$ cat config.mk
export PLATFORM = sky130hd
export DESIGN_NAME = cla_sub_64_pipe
export DESIGN_NICKNAME = d
export VERILOG_FILES = /design/src/rtl/cla_sub_64_pipe_pkg.sv /design/src/rtl/cla_sub_64_pipe_stage.sv /design/src/rtl/cla_sub_64_pipe.sv
export SDC_FILE = /design/constraint.sdc
export NUM_CORES = 1
export LEC_CHECK = 0
export ABC_AREA = 1
export BUFFER_PORTS_ARGS = -buffer_cell sky130_fd_sc_hd__buf_2
export CAP_MARGIN = 15
export CELL_PAD_IN_SITES_DETAIL_PLACEMENT = 1
export CELL_PAD_IN_SITES_GLOBAL_PLACEMENT = 1
export CORE_ASPECT_RATIO = 1.2
export CORE_MARGIN = 5
export CORE_UTILIZATION = 45
export CTS_CLUSTER_DIAMETER = 80
export DETAILED_ROUTE_END_ITERATION = 10
export PLACE_DENSITY_LB_ADDON = 0.08
export SYNTH_ARGS = -nofsm -noshare
export SYNTH_HDL_FRONTEND = slang
export SYNTH_SLANG_ARGS = --single-unit
$ cat constraint.sdc
create_clock -name clk -period 3.45 [get_ports clk]
set_input_delay 0 -clock clk [delete_from_list [all_inputs] [get_ports clk]]
set_output_delay 0 -clock clk [all_outputs]
set_load 0.01 [all_outputs]
$ cat src/rtl/cla_sub_64_pipe_pkg.sv
`default_nettype none
// ============================================================================
// Module      : cla_sub_64_pipe_pkg
// Description : Shared sizing defaults and the 16-bit carry-lookahead helper.
// Revision    : 1.0 - initial release
// ============================================================================
package cla_sub_64_pipe_pkg;

  localparam int DEF_WIDTH   = 64;
  localparam int DEF_SLICE_W = 16;
  localparam int DEF_NS      = DEF_WIDTH / DEF_SLICE_W;

  typedef struct packed {
    logic [15:0] sum;
    logic        g;
    logic        p;
  } cla16_t;

  // Carry out of the slice is g | (p & cin); callers form it from g/p.
  function automatic cla16_t cla16(input logic [15:0] x, input logic [15:0] y,
                                   input logic cin);
    logic [15:0] g;
    logic [15:0] p;
    logic [15:0] c;
    logic [3:0]  gg;
    logic [3:0]  gp;
    logic [3:0]  gc;
    cla16_t      r;
    g = x & y;
    p = x ^ y;
    for (int i = 0; i < 4; i++) begin
      gg[i] = g[4*i+3] | (p[4*i+3] & g[4*i+2]) | (p[4*i+3] & p[4*i+2] & g[4*i+1])
            | (p[4*i+3] & p[4*i+2] & p[4*i+1] & g[4*i]);
      gp[i] = &p[4*i +: 4];
    end
    gc[0] = cin;
    gc[1] = gg[0] | (gp[0] & cin);
    gc[2] = gg[1] | (gp[1] & gg[0]) | (gp[1] & gp[0] & cin);
    gc[3] = gg[2] | (gp[2] & gg[1]) | (gp[2] & gp[1] & gg[0]) | (gp[2] & gp[1] & gp[0] & cin);
    for (int i = 0; i < 4; i++) begin
      c[4*i] = gc[i];
      for (int j = 1; j < 4; j++) begin
        c[4*i+j] = g[4*i+j-1] | (p[4*i+j-1] & c[4*i+j-1]);
      end
    end
    r.sum = p ^ c;
    r.g   = gg[3] | (gp[3] & gg[2]) | (gp[3] & gp[2] & gg[1]) | (gp[3] & gp[2] & gp[1] & gg[0]);
    r.p   = &gp;
    return r;
  endfunction

endpackage
`default_nettype wire

$ cat src/rtl/cla_sub_64_pipe_stage.sv
`default_nettype none
// ============================================================================
// Module      : cla_sub_16_stage
// Description : One registered subtract slice with valid/ready and operand skew.
// Revision    : 1.0 - initial release
// ============================================================================
module cla_sub_16_stage
  import cla_sub_64_pipe_pkg::*;
#(
  parameter int WIDTH   = DEF_WIDTH,
  parameter int SLICE_W = DEF_SLICE_W,
  parameter int IDX     = 0
) (
  input  logic             clk,
  input  logic             rst_n,
  input  logic             valid_i,
  output logic             ready_o,
  input  logic             ready_i,
  output logic             valid_o,
  input  logic             carry_i,
  input  logic             z_i,
  input  logic             amsb_i,
  input  logic [WIDTH-1:0] res_i,
  input  logic [WIDTH-1:0] b_i,
  output logic             carry_o,
  output logic             z_o,
  output logic             amsb_o,
  output logic [WIDTH-1:0] res_o,
  output logic [WIDTH-1:0] b_o
);

  localparam int LO = IDX * SLICE_W;

  cla16_t           w_s;
  logic [WIDTH-1:0] res_d;
  logic             carry_d;
  logic             z_d;
  logic             valid_q;
  logic             carry_q;
  logic             z_q;
  logic             amsb_q;
  logic [WIDTH-1:0] res_q;
  logic [WIDTH-1:0] b_q;

  // res_i carries finished result slices below LO and raw minuend slices above.
  always_comb begin
    w_s                 = cla16(res_i[LO +: SLICE_W], ~b_i[LO +: SLICE_W], carry_i);
    res_d               = res_i;
    res_d[LO +: SLICE_W] = w_s.sum;
    carry_d             = w_s.g | (w_s.p & carry_i);
    z_d                 = z_i & (w_s.sum == '0);
  end

  assign ready_o = ~valid_q | ready_i;

  // Carry resets to 1 so the derived borrow-out reads 0 out of reset.
  always_ff @(posedge clk or negedge rst_n) begin
    if (!rst_n) begin
      valid_q <= 1'b0;
      carry_q <= 1'b1;
      z_q     <= 1'b0;
      amsb_q  <= 1'b0;
      res_q   <= '0;
      b_q     <= '0;
    end else if (ready_o) begin
      valid_q <= valid_i;
      if (valid_i) begin
        carry_q <= carry_d;
        z_q     <= z_d;
        amsb_q  <= amsb_i;
        res_q   <= res_d;
        b_q     <= b_i;
      end
    end
  end

  assign valid_o = valid_q;
  assign carry_o = carry_q;
  assign z_o     = z_q;
  assign amsb_o  = amsb_q;
  assign res_o   = res_q;
  assign b_o     = b_q;

endmodule
`default_nettype wire

$ cat src/rtl/cla_sub_64_pipe.sv
`default_nettype none
// ============================================================================
// Module      : cla_sub_64_pipe
// Description : Skewed, slice-per-stage pipelined subtractor a - b - bin.
// Revision    : 1.0 - initial release
// ============================================================================
module cla_sub_64_pipe
  import cla_sub_64_pipe_pkg::*;
#(
  parameter int WIDTH   = DEF_WIDTH,
  parameter int SLICE_W = DEF_SLICE_W
) (
  input  logic             clk,
  input  logic             rst_n,
  input  logic             in_valid,
  output logic             in_ready,
  input  logic [WIDTH-1:0] a,
  input  logic [WIDTH-1:0] b,
  input  logic             bin,
  output logic             out_valid,
  input  logic             out_ready,
  output logic [WIDTH-1:0] diff,
  output logic             bout,
  output logic             zero,
  output logic             ovf
);

  localparam int NS = WIDTH / SLICE_W;

  logic             w_valid [NS+1];
  logic             w_rdy   [NS+1];
  logic             w_carry [NS+1];
  logic             w_z     [NS+1];
  logic             w_amsb  [NS+1];
  logic [WIDTH-1:0] w_res   [NS+1];
  logic [WIDTH-1:0] w_b     [NS+1];

  // Subtract as a + ~b + ~bin: the incoming carry is the inverted borrow.
  assign w_valid[0] = in_valid;
  assign w_carry[0] = ~bin;
  assign w_z[0]     = 1'b1;
  assign w_amsb[0]  = a[WIDTH-1];
  assign w_res[0]   = a;
  assign w_b[0]     = b;
  assign w_rdy[NS]  = out_ready;

  for (genvar k = 0; k < NS; k++) begin : g_stage
    cla_sub_16_stage #(
      .WIDTH  (WIDTH),
      .SLICE_W(SLICE_W),
      .IDX    (k)
    ) u_stage (
      .clk    (clk),
      .rst_n  (rst_n),
      .valid_i(w_valid[k]),
      .ready_o(w_rdy[k]),
      .ready_i(w_rdy[k+1]),
      .valid_o(w_valid[k+1]),
      .carry_i(w_carry[k]),
      .z_i    (w_z[k]),
      .amsb_i (w_amsb[k]),
      .res_i  (w_res[k]),
      .b_i    (w_b[k]),
      .carry_o(w_carry[k+1]),
      .z_o    (w_z[k+1]),
      .amsb_o (w_amsb[k+1]),
      .res_o  (w_res[k+1]),
      .b_o    (w_b[k+1])
    );
  end

  assign in_ready  = w_rdy[0];
  assign out_valid = w_valid[NS];
  assign diff      = w_res[NS];
  assign bout      = ~w_carry[NS];
  assign zero      = w_z[NS];
  assign ovf       = (w_amsb[NS] ^ w_b[NS][WIDTH-1]) & (w_res[NS][WIDTH-1] ^ w_amsb[NS]);

endmodule
`default_nettype wire

==> impl_metrics.py <==
metrics = {
    "sta": {
        "final_max_slew_viol_count": 0,
        "timing.fmax_mhz": 303,
        "fin_skew_ps": 14.1,
        "worst_slew_margin_rel_pct": 32.8,
        "finalSetupViolations": 0,
        "hold_violations": 0,
        "setup-tns-final_ps": 0,
        "period_share_pct": 95.8,
        "finalCriticalPeriod_ps": 3300,
        "worstMarginPinSlew_ps": 1010,
    },
    "logic_synthesis": {
        "syn_area_sq_um": 16800,
        "yosys.cell_types.count": 26,
        "avgSynthCellArea_sq_um": 8.98,
        "synth_edf_count": 0,
        "yosysWarnings": 0,
        "yosysSeqAreaShare_pct": 54.6,
        "syn_nets": 2114,
        "ys_ff_latch": 366,
        "synth_flop_cell": "dfrtp_1",
        "synthCells": 1869,
        "synth-async-reset-ratio_pct": 100,
    },
    "floorplan": {
        "start_util_pct": 45.5,
        "pin_count": 202,
        "die_area_sq_um": 41300,
        "die_h_microns": 222,
        "core_sq_um": 36900,
        "num_rows": 77,
        "fp.dieW_microns": 186,
    },
    "cells_and_area": {
        "nets": 2417,
        "postLayoutCellArea_sq_um": 20800,
        "area_growth_pct": 23.6,
        "layout_common_cells": "nand2_1, dfrtp_1, inv_1",
        "fillers": 4289,
        "final_util_pct": 56.2,
        "drive_above_1_share_pct": 14.1,
        "mostFrequentLayoutCell": "nand2_1",
    },
    "global_routing": {
        "grt_pass1_vias": 14625,
        "grt_antenna_before_repair": 3,
        "overflow": 0,
        "grt_pass1_wl_mm": 76.4,
        "grt_use_total_pct": 22.5,
        "grt_max_degree": 116,
    },
    "setup_path": {
        "endpoint": "g_stage[1].u_stage.z_o",
        "cp-start-kind": "flop",
        "worstSetupEndpointType": "flop",
        "r2r_cells": 18,
        "rrSetupSlack_ps": 150,
        "rr_startpoint": "g_stage[0].u_stage.res_o[23]",
        "worst-setup-path-type": "reg -> reg",
        "startpoint": "g_stage[0].u_stage.res_o[23]",
        "worst-path-max-fanout": 3,
        "cp.arrival_ps": 3760,
        "worstPathRequired_ps": 3900,
        "worstReg2RegEnd": "g_stage[1].u_stage.z_o",
    },
    "clock_network": {
        "clk-insertion-delay-late_ps": 540,
        "ctsLongestPathBuffers": 3,
        "clock_tree.root_cell": "clkbuf_16",
        "cts_buffers": 39,
        "clk_pin_slew_worst_paths_ps": 60,
        "ctsHtreeMaxLevel": 2,
        "cts_tree": "yes",
        "clock-sinks": 366,
    },
    "routing": {
        "routed_wl_mm": 46.2,
        "drtPass1Iterations": 5,
        "vias": 13216,
        "drc_errors": 0,
        "wl_per_cell_microns": 17.3,
        "ant_nets": 0,
        "viasPerCell": 4.94,
        "drt-initial-drc-count": 515,
    },
    "run": {
        "max_cap_viol_count": 0,
    },
    "placement": {
        "gp_congestion": 0.816,
        "dpl_cell_area_sq_um": 18200,
        "hpwlAfterDp_mm": 30.5,
        "portBuffers": 201,
    },
    "power_and_ir_drop": {
        "ir_drop_uv": 399,
        "power_leakage_nw": 10.7,
        "p_total_mw": 17.0,
        "power_density_nw_per_um2": 818,
    },
    "hold_path": {
        "min_path_type": "in -> reg",
    },
    "outcome": {
        "outcome": "complete, no violations",
    },
}
## flip-flops by register name, indices dropped and copies added (netlist names)
register                 count
g_stage.u_stage.z_o          4
g_stage.u_stage.amsb_o       1
g_stage.u_stage.res_o      256
g_stage.u_stage.b_o         97
g_stage.u_stage.carry_o      4
g_stage.u_stage.valid_o      4
## routing by layer
| layer | vias up | part of all wire, % | global-route usage [%] |
|---|---|---|---|
| li1 | 6339 | - | - |
| met1 | 6549 | 41 | 27.7 |
| met2 | 248 | 51 | 40.1 |
| met3 | 80 | 4.5 | 4.03 |
| met4 | 0 | 2.9 | 7.08 |
| met5 | - | 0 | 0 |
## report_power, final
group / internal (mW) / total, mW / switching (mW)
logic: 2.35 / 6.23 / 3.89
registers: 5.73 / 6.52 / 0.798
clock network: 2.51 / 4.21 / 1.71
## what timing repair did
item | CTS | global route
endpoints found under the hold margin | 222 | 0
gates resized for setup | 0 | 16
setup endpoints to repair | 0 | 3
hold buffers | 116 | 0
setup buffers | 0 | 3
## worst min path at each step
stage / start / to / slack, ps / depth (start not counted)
floorplan: rst_n / g_stage[0].u_stage.b_o[16] / -300 / 0
global placement: rst_n / g_stage[3].u_stage.res_o[20] / 170 / 1
detailed placement: rst_n / g_stage[3].u_stage.res_o[20] / 170 / 1
CTS: a[2] / g_stage[0].u_stage.res_o[2] / 7 / 4
global route: a[2] / g_stage[0].u_stage.res_o[2] / 50 / 4
finish: a[14] / g_stage[0].u_stage.res_o[14] / 30 / 4
## Yosys cell counts (7+ instances only)
cell type / instances / area, sq um
ha_1: 64 / 801
nand3_1: 22 / 110
clkbuf_1: 26 / 97.6
buf_4: 10 / 75.1
nand4_1: 10 / 62.6
nor2_1: 65 / 244
inv_1: 255 / 957
fa_1: 48 / 961
nand2_1: 653 / 2450
buf_6: 7 / 78.8
nor3_1: 9 / 45.0
buf_2: 27 / 135
dfrtp_1: 362 / 9060
o21ai_1: 11 / 55.1
xor2_1: 11 / 96.3
a21oi_1: 16 / 80.1
o21ai_0: 247 / 1240
## cell type report
class,count,area (sq um),share of cell area [%]
well taps,474,593,2.86
clock inverters,11,134,0.645
flip-flops and latches,366,9160,44.2
diodes,3,7.51,0.0362
repair buffers,338,2400,11.6
clock buffers,57,1140,5.47
inverters,259,976,4.70
multi-input cells,1168,6340,30.6
## per-stage QoR
| step | hold slack, ps | cells | worst slack, ps |
|---|---|---|---|
| final | 27.4 | 2676 | 145 |
| after global placement | 171 | 2486 | 226 |
| after CTS | 7.38 | 2670 | 66.0 |
| after floorplan | -296 | 1869 | 464 |
| after global routing | 47.7 | 2676 | -49.8 |
| after detailed placement | 169 | 2486 | 103 |
## cell families after synthesis
logic type / share of synthesized area [%]
and+or+nand+nor: 17.7
DFF: 54.6
buffers and inverters: 8.25
AOI/OAI and AO/OA: 8.17
adders and majority gates: 10.5
xor gates and xnor gates: 0.835
## critical path, cell delays in order (launching register included)
cell and delay (ps):
dfrtp_1 390, ha_1 340, nand2_1 80, inv_1 70, nand2_1 50, nor2_1 100
nor2_1 70, nand2_2 80, inv_1 70, nor2_1 90, nor2_1 60, fa_1 390
fa_2 350, fa_1 510, nor3b_2 160, nand4_1 90, nor2_1 150, nand3_1 90
o21ai_0 80
Note: power is estimated with default switching activity, not from simulation.
